## src/rtl/sprite_blit_ctrl.sv

```systemverilog
// sprite_blit_ctrl: streams a 28x30 sprite from synchronous sprite RAM to the VGA plot port.
// Ports:
//   clk_i, resetn_i        clock, asynchronous active-low reset
//   start_i, x0_i, y0_i    draw request and sprite origin (sampled only when idle)
//   erase_i                (SPRITE_ERASE_EN only) plot BG_COLOUR instead of stored colour
//   rom_addr_o/rom_data_i  sprite RAM read port, data valid one cycle after address
//   vga_x_o/vga_y_o/vga_colour_o/plot_o  registered plot interface
//   busy_o, done_o         draw in progress / one-cycle completion pulse
// Optional feature macro: SPRITE_ERASE_EN.
module sprite_blit_ctrl #(
    parameter int SPR_W    = 28,
    parameter int SPR_H    = 30,
    parameter int SCREEN_W = 160,
    parameter int SCREEN_H = 120,
    parameter int COLOUR_W = 3
`ifdef SPRITE_ERASE_EN
    ,
    parameter logic [COLOUR_W-1:0] BG_COLOUR = '0
`endif
) (
    input  logic                clk_i,
    input  logic                resetn_i,
    input  logic                start_i,
`ifdef SPRITE_ERASE_EN
    input  logic                erase_i,
`endif
    input  logic [7:0]          x0_i,
    input  logic [6:0]          y0_i,
    output logic [9:0]          rom_addr_o,
    input  logic [15:0]         rom_data_i,
    output logic [7:0]          vga_x_o,
    output logic [6:0]          vga_y_o,
    output logic [COLOUR_W-1:0] vga_colour_o,
    output logic                plot_o,
    output logic                busy_o,
    output logic                done_o
);
    localparam int CW = $clog2(SPR_W);
    localparam int RW = $clog2(SPR_H);
    localparam logic [9:0]    LAST_ADDR = 10'(SPR_W * SPR_H - 1);
    localparam logic [CW-1:0] LAST_COL  = CW'(SPR_W - 1);
    localparam logic [RW-1:0] LAST_ROW  = RW'(SPR_H - 1);

    typedef enum logic [1:0] {IDLE, FETCH, STREAM, DONE} state_t;

    state_t              state_q, state_d;
    logic [7:0]          x0_q, x0_d;
    logic [6:0]          y0_q, y0_d;
    logic [9:0]          addr_q, addr_d;
    logic [CW-1:0]       col_q, col_d, pcol_q, pcol_d;
    logic [RW-1:0]       row_q, row_d, prow_q, prow_d;
    logic [7:0]          vx_q, vx_d;
    logic [6:0]          vy_q, vy_d;
    logic [COLOUR_W-1:0] vc_q, vc_d;
    logic                plot_q, plot_d, busy_q, busy_d, done_q, done_d;
    logic [8:0]          sum_x;
    logic [7:0]          sum_y;
    logic                in_bounds, cnt_end, pipe_end;
    logic [COLOUR_W-1:0] pix_colour;
    logic                unused_bits;

    // Sums are one bit wider than the screen coordinates so off-screen pixels
    // are detected instead of wrapping back onto the visible area.
    assign sum_x     = {1'b0, x0_q} + 9'(pcol_q);
    assign sum_y     = {1'b0, y0_q} + 8'(prow_q);
    assign in_bounds = (sum_x < 9'(SCREEN_W)) && (sum_y < 8'(SCREEN_H));
    assign cnt_end   = (col_q == LAST_COL) && (row_q == LAST_ROW);
    assign pipe_end  = (pcol_q == LAST_COL) && (prow_q == LAST_ROW);
    assign unused_bits = ^rom_data_i[15-COLOUR_W:1];

`ifdef SPRITE_ERASE_EN
    logic erase_q, erase_d;
    assign pix_colour = erase_q ? BG_COLOUR : rom_data_i[15 -: COLOUR_W];
`else
    assign pix_colour = rom_data_i[15 -: COLOUR_W];
`endif

    always_ff @(posedge clk_i or negedge resetn_i) begin
        if (!resetn_i) begin
            state_q <= IDLE;
            x0_q    <= '0;
            y0_q    <= '0;
            addr_q  <= '0;
            col_q   <= '0;
            row_q   <= '0;
            pcol_q  <= '0;
            prow_q  <= '0;
            vx_q    <= '0;
            vy_q    <= '0;
            vc_q    <= '0;
            plot_q  <= 1'b0;
            busy_q  <= 1'b0;
            done_q  <= 1'b0;
`ifdef SPRITE_ERASE_EN
            erase_q <= 1'b0;
`endif
        end else begin
            state_q <= state_d;
            x0_q    <= x0_d;
            y0_q    <= y0_d;
            addr_q  <= addr_d;
            col_q   <= col_d;
            row_q   <= row_d;
            pcol_q  <= pcol_d;
            prow_q  <= prow_d;
            vx_q    <= vx_d;
            vy_q    <= vy_d;
            vc_q    <= vc_d;
            plot_q  <= plot_d;
            busy_q  <= busy_d;
            done_q  <= done_d;
`ifdef SPRITE_ERASE_EN
            erase_q <= erase_d;
`endif
        end
    end

    always_comb begin
        state_d = state_q;
        x0_d    = x0_q;
        y0_d    = y0_q;
        addr_d  = addr_q;
        col_d   = col_q;
        row_d   = row_q;
        pcol_d  = pcol_q;
        prow_d  = prow_q;
        vx_d    = vx_q;
        vy_d    = vy_q;
        vc_d    = vc_q;
        plot_d  = 1'b0;
        busy_d  = busy_q;
        done_d  = 1'b0;
`ifdef SPRITE_ERASE_EN
        erase_d = erase_q;
`endif
        case (state_q)
            IDLE: if (start_i) begin
                x0_d    = x0_i;
                y0_d    = y0_i;
                addr_d  = '0;
                col_d   = '0;
                row_d   = '0;
                busy_d  = 1'b1;
                state_d = FETCH;
`ifdef SPRITE_ERASE_EN
                erase_d = erase_i;
`endif
            end
            FETCH, STREAM: begin
                // (col,row) track the address being issued; the pipeline copy
                // tracks the word arriving on rom_data_i one cycle later.
                pcol_d = col_q;
                prow_d = row_q;
                addr_d = (addr_q == LAST_ADDR) ? addr_q : addr_q + 10'd1;
                if (!cnt_end) begin
                    col_d = (col_q == LAST_COL) ? '0 : col_q + 1'b1;
                    row_d = (col_q == LAST_COL) ? row_q + 1'b1 : row_q;
                end
                state_d = STREAM;
                if (state_q == STREAM) begin
                    plot_d  = rom_data_i[0] & in_bounds;
                    vx_d    = sum_x[7:0];
                    vy_d    = sum_y[6:0];
                    vc_d    = pix_colour;
                    state_d = pipe_end ? DONE : STREAM;
                end
            end
            DONE: begin
                // First DONE cycle lets the last pixel's plot go out; the second
                // carries the done pulse and releases busy.
                done_d  = ~done_q;
                busy_d  = ~done_q;
                state_d = done_q ? IDLE : DONE;
            end
            default: state_d = IDLE;
        endcase
    end

    assign rom_addr_o   = addr_q;
    assign vga_x_o      = vx_q;
    assign vga_y_o      = vy_q;
    assign vga_colour_o = vc_q;
    assign plot_o       = plot_q;
    assign done_o       = done_q;
    // busy rises in the same cycle the start is accepted.
    assign busy_o       = busy_q | ((state_q == IDLE) && start_i && resetn_i);
endmodule

```

## config.mk

```make
export PLATFORM = sky130hd
export DESIGN_NAME = sprite_blit_ctrl
export DESIGN_NICKNAME = d
export VERILOG_FILES = /design/src/rtl/sprite_blit_ctrl.sv
export SDC_FILE = /design/constraint.sdc
export NUM_CORES = 1
export LEC_CHECK = 0
export ABC_AREA = 1
export CAP_MARGIN = 20
export CELL_PAD_IN_SITES_DETAIL_PLACEMENT = 1
export CELL_PAD_IN_SITES_GLOBAL_PLACEMENT = 2
export CORE_UTILIZATION = 32
export CTS_BUF_LIST = sky130_fd_sc_hd__clkbuf_8
export DETAILED_ROUTE_END_ITERATION = 16
export PLACE_DENSITY = 0.8
export RECOVER_POWER = 100
export SLEW_MARGIN = 20
export SYNTH_ARGS = -nofsm -noshare
export SYNTH_HDL_FRONTEND = slang
export SYNTH_SLANG_ARGS = --single-unit
```

## constraint.sdc

```tcl
create_clock -name clk_i -period 1.8 [get_ports clk_i]
set_input_delay 0.36 -clock clk_i [delete_from_list [all_inputs] [get_ports clk_i]]
set_output_delay 0.36 -clock clk_i [all_outputs]
set_load 0.005 [all_outputs]
```

* Yosys cells after proc, flatten, opt, wreduce, memory -nomap -nowiden
Cells that the tools add are included.
** Storage, ports and cells
- Register bits after elaboration :: 68
- Input bits :: 34
- Output and inout port bits :: 31
- Logic and storage cells :: 71
** Cells by class
- Add/subtract/negate cells :: 5
- Order comparisons :: 2
- Equality and inequality tests :: 12
- Muxes and demuxes :: 20
- Bitwise gates (word level) :: 3
- Reductions and logical operators :: 15
** Operators by type and width (number)
- $mux 5 :: 5
- $eq 5x5->1 const B :: 4
- $mux 10 :: 2
- $pmux 10 s2 :: 1
- $pmux 5 s2 :: 2
- $add 10x1->10 const B :: 1
- $add 5x1->5 const B :: 2
- $eq 10x10->1 const B :: 1
- $add 8x5->9 :: 1
- $lt 9x8->1 const B :: 1
- $add 7x5->8 :: 1
- $lt 8x7->1 const B :: 1
- $ne 2x2->1 const B :: 4
- $mux 1 :: 6
- $pmux 2 s3 :: 1
- $reduce_and 2->1 :: 3
- $reduce_and 3->1 :: 2
- $logic_and 1x1->1 :: 5
- $eq 2x2->1 const B :: 2
- $mux 2 :: 2
- $reduce_and 4->1 :: 1
- $reduce_bool 2->1 :: 2
- $eq 2x1->1 const B :: 1
- $logic_not 2->1 :: 1
- 5 further kinds :: 5

* Longest topological paths before layout
Gate-level depths: netlist (run 1).
- Word-level depth :: 6
- Gate-level depth with buffers :: 13
- Gate-level depth less buffers :: 13

* Least setup slack after synthesis (run 1)
OpenSTA, ideal clock, no wires.
- Path kind :: register to register
- From :: register y0_q[0]
- To :: register plot_q (netlist: plot_o)
- Library setup time :: 0.114 ns
- Data arrival time :: 1.498 ns
- Data required time :: 1.686 ns
- Path slack :: 0.188 ns
- Stages on the path, launching flop included :: 14
- Clock period less this slack :: 1.612 ns
- Cell sequence :: dfrtp_1 -> ha_1 -> inv_1 -> fa_1 -> inv_1 -> nand3_1 -> nand2_1 -> nand2_1 -> nand2_1 -> nand2_1 -> nor2_1 -> nand2_1 -> nand2_1 -> nor2_1
** Between the ends
- Cells in the longest elaborated chain, start to end :: 6
** Ends and longest elaborated chain
- start: declaration :: RTL line 48 : logic [6:0] y0_q, y0_d;
- start signal: assignment :: RTL line 100 : y0_q <= y0_d;
- $add 7x5->8 :: RTL line 65 : assign sum_y = {1'b0, y0_q} + 8'(prow_q);
- $lt 8x7->1 :: RTL line 66 : assign in_bounds = (sum_x < 9'(SCREEN_W)) && (sum_y < 8'(SCREEN_H));
- $logic_and 1x1->1 :: RTL line 66
- $and 1x1->1 :: RTL line 161 : plot_d = rom_data_i[0] & in_bounds;
- $mux 1 :: RTL line 160 : if (state_q == STREAM) begin
- $mux 1 :: RTL line 136 : case (state_q)
- net plot_d :: RTL line 55 : logic plot_q, plot_d, busy_q, busy_d, done_q, done_d;
- end signal: assignment :: RTL line 109 : plot_q <= plot_d;
- end: declaration :: RTL line 55
The timed path passes the listed nets, and every way through them passes these cells.
A chain may end at the register's enable or synchronous reset.

* Worst setup path in the final report (run 1)
- From :: register state_q[1]
- To :: output busy_o
** Between the ends
- Cells in the longest elaborated chain, start to end :: 4
** Ends and longest elaborated chain
- start: declaration :: RTL line 46 : state_t state_q, state_d;
- start signal: assignment :: RTL line 98 : state_q <= state_d;
- $logic_not 2->1 :: RTL line 186 : assign busy_o = busy_q | ((state_q == IDLE) && start_i && resetn_i);
- $logic_and 1x1->1 (2 in a row) :: RTL line 186
- $or 1x1->1 :: RTL line 186
- end: declaration :: RTL line 35 : output logic busy_o,
No other way between the ends.

==> flow_summary.json, run 1 <==
{
  "die_width_um": 109,
  "yosys-top-cells-area": "dfrtp_1, nand2_1, ha_1",
  "dieArea_um2": 11900,
  "power_leakage_nw": 2.32,
  "dp_cells": 654,
  "clkSinkCount": 68,
  "critPathKind": "reg -> out",
  "row_count": 38,
  "yosysWarningCount": 0,
  "path_clk_slew_ns": 0.07,
  "power.total_mw": 7.58,
  "syn_nets": 515,
  "maxCapViolations": 0,
  "tightestPinTransition_ns": 0.964,
  "grt_pass1_vias": 3251,
  "drc_errors": 0,
  "yosys.area_share.adder": 0.0724,
  "multiInputGateArea_um2": 1730,
  "grt_max_degree": 69,
  "cts_made_buffers": 9,
  "rrSetupSlack_ns": 0.06,
  "stdcell_count": 681,
  "synth_compound_gate_area_share": 0.0908,
  "final_area_um2": 4700,
  "ios": 65,
  "area_growth_syn_to_layout_pct": 28.3,
  "core_um2": 11000,
  "rr_startpoint": "x0_q[0]$_DFFE_PN0P_",
  "required_ns": 1.44,
  "cp-startpoint": "state_q[1]$_DFFE_PN0P_",
  "synth_seq_cells": 68,
  "p_int_mw": 4.35,
  "wirelength_um": 9460,
  "grt_pass1_wl_um": 15900,
  "comb_power_share": 0.510,
  "crit_arrival_ns": 1.42,
  "postRouteAntennaNets": 0,
  "rsz0062_at_grt": "true",
  "crit_path_end": "busy_o",
  "muxShareOfSynthArea": 0,
  "synth_cell_types": 33,
  "initial_core_util": 0.334,
  "setup_viol": 0,
  "gp_congestion": 0.761,
  "cts_buffer_depth": 2,
  "vias_per_cell": 4.77,
  "wl_per_cell_um": 13.9,
  "fin_setup_tns_ns": 0,
  "dieHeight_um": 109,
  "reg2reg_to": "plot_o$_DFF_PN0_",
  "hpwl_um": 6820,
  "slew_headroom": 0.357,
  "drtIter0Drc": 123,
  "seqPwrFrac": 0.330,
  "swShare": 0.426,
  "yosys.area_share.simple": 0.276,
  "critPathTopFamily": "flip-flops",
  "drive_above_1_share": 0.109,
  "power_density_nw_per_um2": 1610,
  "cts_hold_buf": 0,
  "synth_xor_area_frac": 0.0215,
  "ff2ff_path_depth": 12,
  "nets": 591,
  "pwr-share-clk": 0.160,
  "cp_num_cells": 4,
  "end_kind": "output pin",
  "hp-class": "in -> async",
  "fillers": 1329,
  "cts_tree": "built",
  "syn_inst": 461,
  "num_antenna_cells": 0,
  "vdd_drop_max_v": 0.000608,
  "h-tree-depth": 3,
  "synth_top_cell_by_area": "dfrtp_1",
  "placed_area_um2": 4400,
  "cp-start-kind": "flop",
  "fin_skew_ns": 0.00775,
  "crit_chain": "inv_1 -> ha_1 -> a31o_2 -> dlygate4sd2_1",
  "firstDrtPassIters": 4,
  "synthesis.area_um2": 3660,
  "fin_crit_sh": 0.987,
  "p_switching_mw": 3.23,
  "clk_latency_ns": 0.35,
  "vias": 3245,
  "cp_max_fo": 2,
  "status": "complete, no violations",
  "cts_root_buf": "clkbuf_8",
  "finalHoldViolCount": 0,
  "fin_crit_ns": 1.78,
  "final-seq-area_um2": 1700,
  "slowest_delay_ns": 0.34,
  "slew_viol_final": 0,
  "io_buffer_count": 52,
  "path_buf_inv": 2,
  "max_freq_mhz": 563,
  "yosysTopAreaCellShare": 0.464,
  "avgSynthCellArea_um2": 7.95,
  "synth_top_family_by_area": "simple AND/OR/NAND/NOR gates",
  "antenna_found_initial": 0,
  "overflow": 0,
  "seq_area_frac_synth": 0.464,
  "critPathSlowestCell": "dfrtp_1",
  "grt_use_total": 0.176
}
sequential cells by signal (all words and copies together), names as in the netlist:
signal / cells
rom_addr_o: 10
vga_x_o: 8
x0_q: 8
vga_y_o: 7
y0_q: 7
col_q: 5
pcol_q: 5
prow_q: 5
row_q: 5
vga_colour_o: 3
state_q: 2
busy_q: 1
done_o: 1
plot_o: 1
power groups by stage:
| stage | logic (mW) | registers (mW) | clock network [mW] |
|---|---|---|---|
| floorplan | 2.30 | 2.47 | 0 |
| global placement | 3.57 | 2.53 | 0 |
| detailed placement | 3.68 | 2.55 | 0 |
| CTS | 3.82 | 2.53 | 1.26 |
| global route | 4.45 | 2.59 | 1.32 |
| finish | 3.87 | 2.51 | 1.21 |
metal layers:
| metal | vias up | wire length, µm | GRT usage |
|---|---|---|---|
| met5 | - | 0 | 0 |
| met4 | 0 | 91 | 0.0763 |
| met3 | 7 | 291 | 0.0257 |
| met2 | 43 | 4660 | 0.296 |
| met1 | 1558 | 4420 | 0.223 |
| li1 | 1637 | - | - |
through the flow:
| stage | hold WS [ns] | worst slack, ns | utilization |
|---|---|---|---|
| after floorplan | 0.0644 | 0.188 | - |
| after global placement | 0.453 | -0.0704 | 0.401 |
| after detailed placement | 0.467 | -0.0816 | 0.401 |
| after CTS | 0.308 | 0.00148 | 0.422 |
| after global routing | 0.501 | -0.0783 | 0.428 |
| final | 0.370 | 0.0225 | 0.428 |
area by class of cell:
type	instances	share of cell area
multi-input combinational	327	0.368
sequential	68	0.362
timing repair buffer	75	0.148
inverter	56	0.0447
clock buffer	13	0.0381
tap	140	0.0373
clock inverter	2	0.00186
cell usage after synthesis:
master    instances
o31ai_1           4
nand3b_1          3
nand2_4           1
a21oi_2           1
nor2_4            1
clkbuf_1          8
or2_2             3
a31oi_1           7
dfrtp_1          68
nand2_1         149
nand3_1          29
fa_1              2
buf_2             2
nor3_1            6
xnor2_1           1
a31o_2            1
or2_1             2
nor3_2            1
nand2_2           2
o21ai_0          29
and2_1            1
nor4_1            2
nand4_1          10
o21ai_1           6
o21a_1            1
o221ai_1          1
nor2_1           26
a21oi_1          10
buf_6             2
xor2_1            8
inv_1            52
inv_2             4
ha_1             18
layout by cell type, fill, tap and decap left out, types with 13 or more instances in the layout:
master	Yosys	layout
nor2_1	26	26
nand3_1	29	28
nand2_1	149	148
buf_4	0	15
dfrtp_1	68	67
o21ai_0	29	29
inv_1	52	50
clkdlybuf4s50_1	0	28
ha_1	18	16
dlygate4sd3_1	0	22
clkbuf_8	0	13
worst register-to-register path, cell delays in order (launching register included):
cell and delay [ns]:
dfrtp_1 0.37, ha_2 0.19, inv_1 0.05, fa_1 0.37, inv_2 0.10, nand3_1 0.11
nand3_1 0.09, nand2_1 0.08, nand2_1 0.08, nand2_1 0.06, nand2_1 0.07, inv_1 0.04
nor2_1 0.08
worst min-delay path by stage:
| stage | to | slack [ns] | cells past startpoint |
|---|---|---|---|
| after CTS | y0_q[6]$_DFFE_PN0P_ | 0.31 | 2 |
| after floorplan | busy_q$_DFFE_PN0P_ | 0.06 | 0 |
| after global routing | y0_q[5]$_DFFE_PN0P_ | 0.50 | 2 |
| after global placement | vga_colour_o[1]$_DFFE_PN0P_ | 0.45 | 2 |
| after detailed placement | vga_colour_o[0]$_DFFE_PN0P_ | 0.47 | 2 |
| final | y0_q[5]$_DFFE_PN0P_ | 0.37 | 2 |
cells by family after synthesis:
logic type	count (synthesis)
buffers and inverters	68
AO/OA/AOI/OAI	60
flip-flops	68
XOR/XNOR	9
AND/OR/NAND/NOR	236
adder cells (fa/ha/maj)	20
timing repair:
action	in CTS	in global routing
endpoints found under the hold margin	0	0
buffers inserted	4	6
endpoints found under the setup margin	5	12
gates cloned	0	2
gates resized for setup	7	10
pin swaps	1	8
No activity file was read; power rests on OpenSTA's default activity.
==> inputs of run 2 (changes only) <==
- SLEW_MARGIN: 20 -> 5
==> results of run 2 <==
Final layout, timing and power as in run 1 (identical DEF).
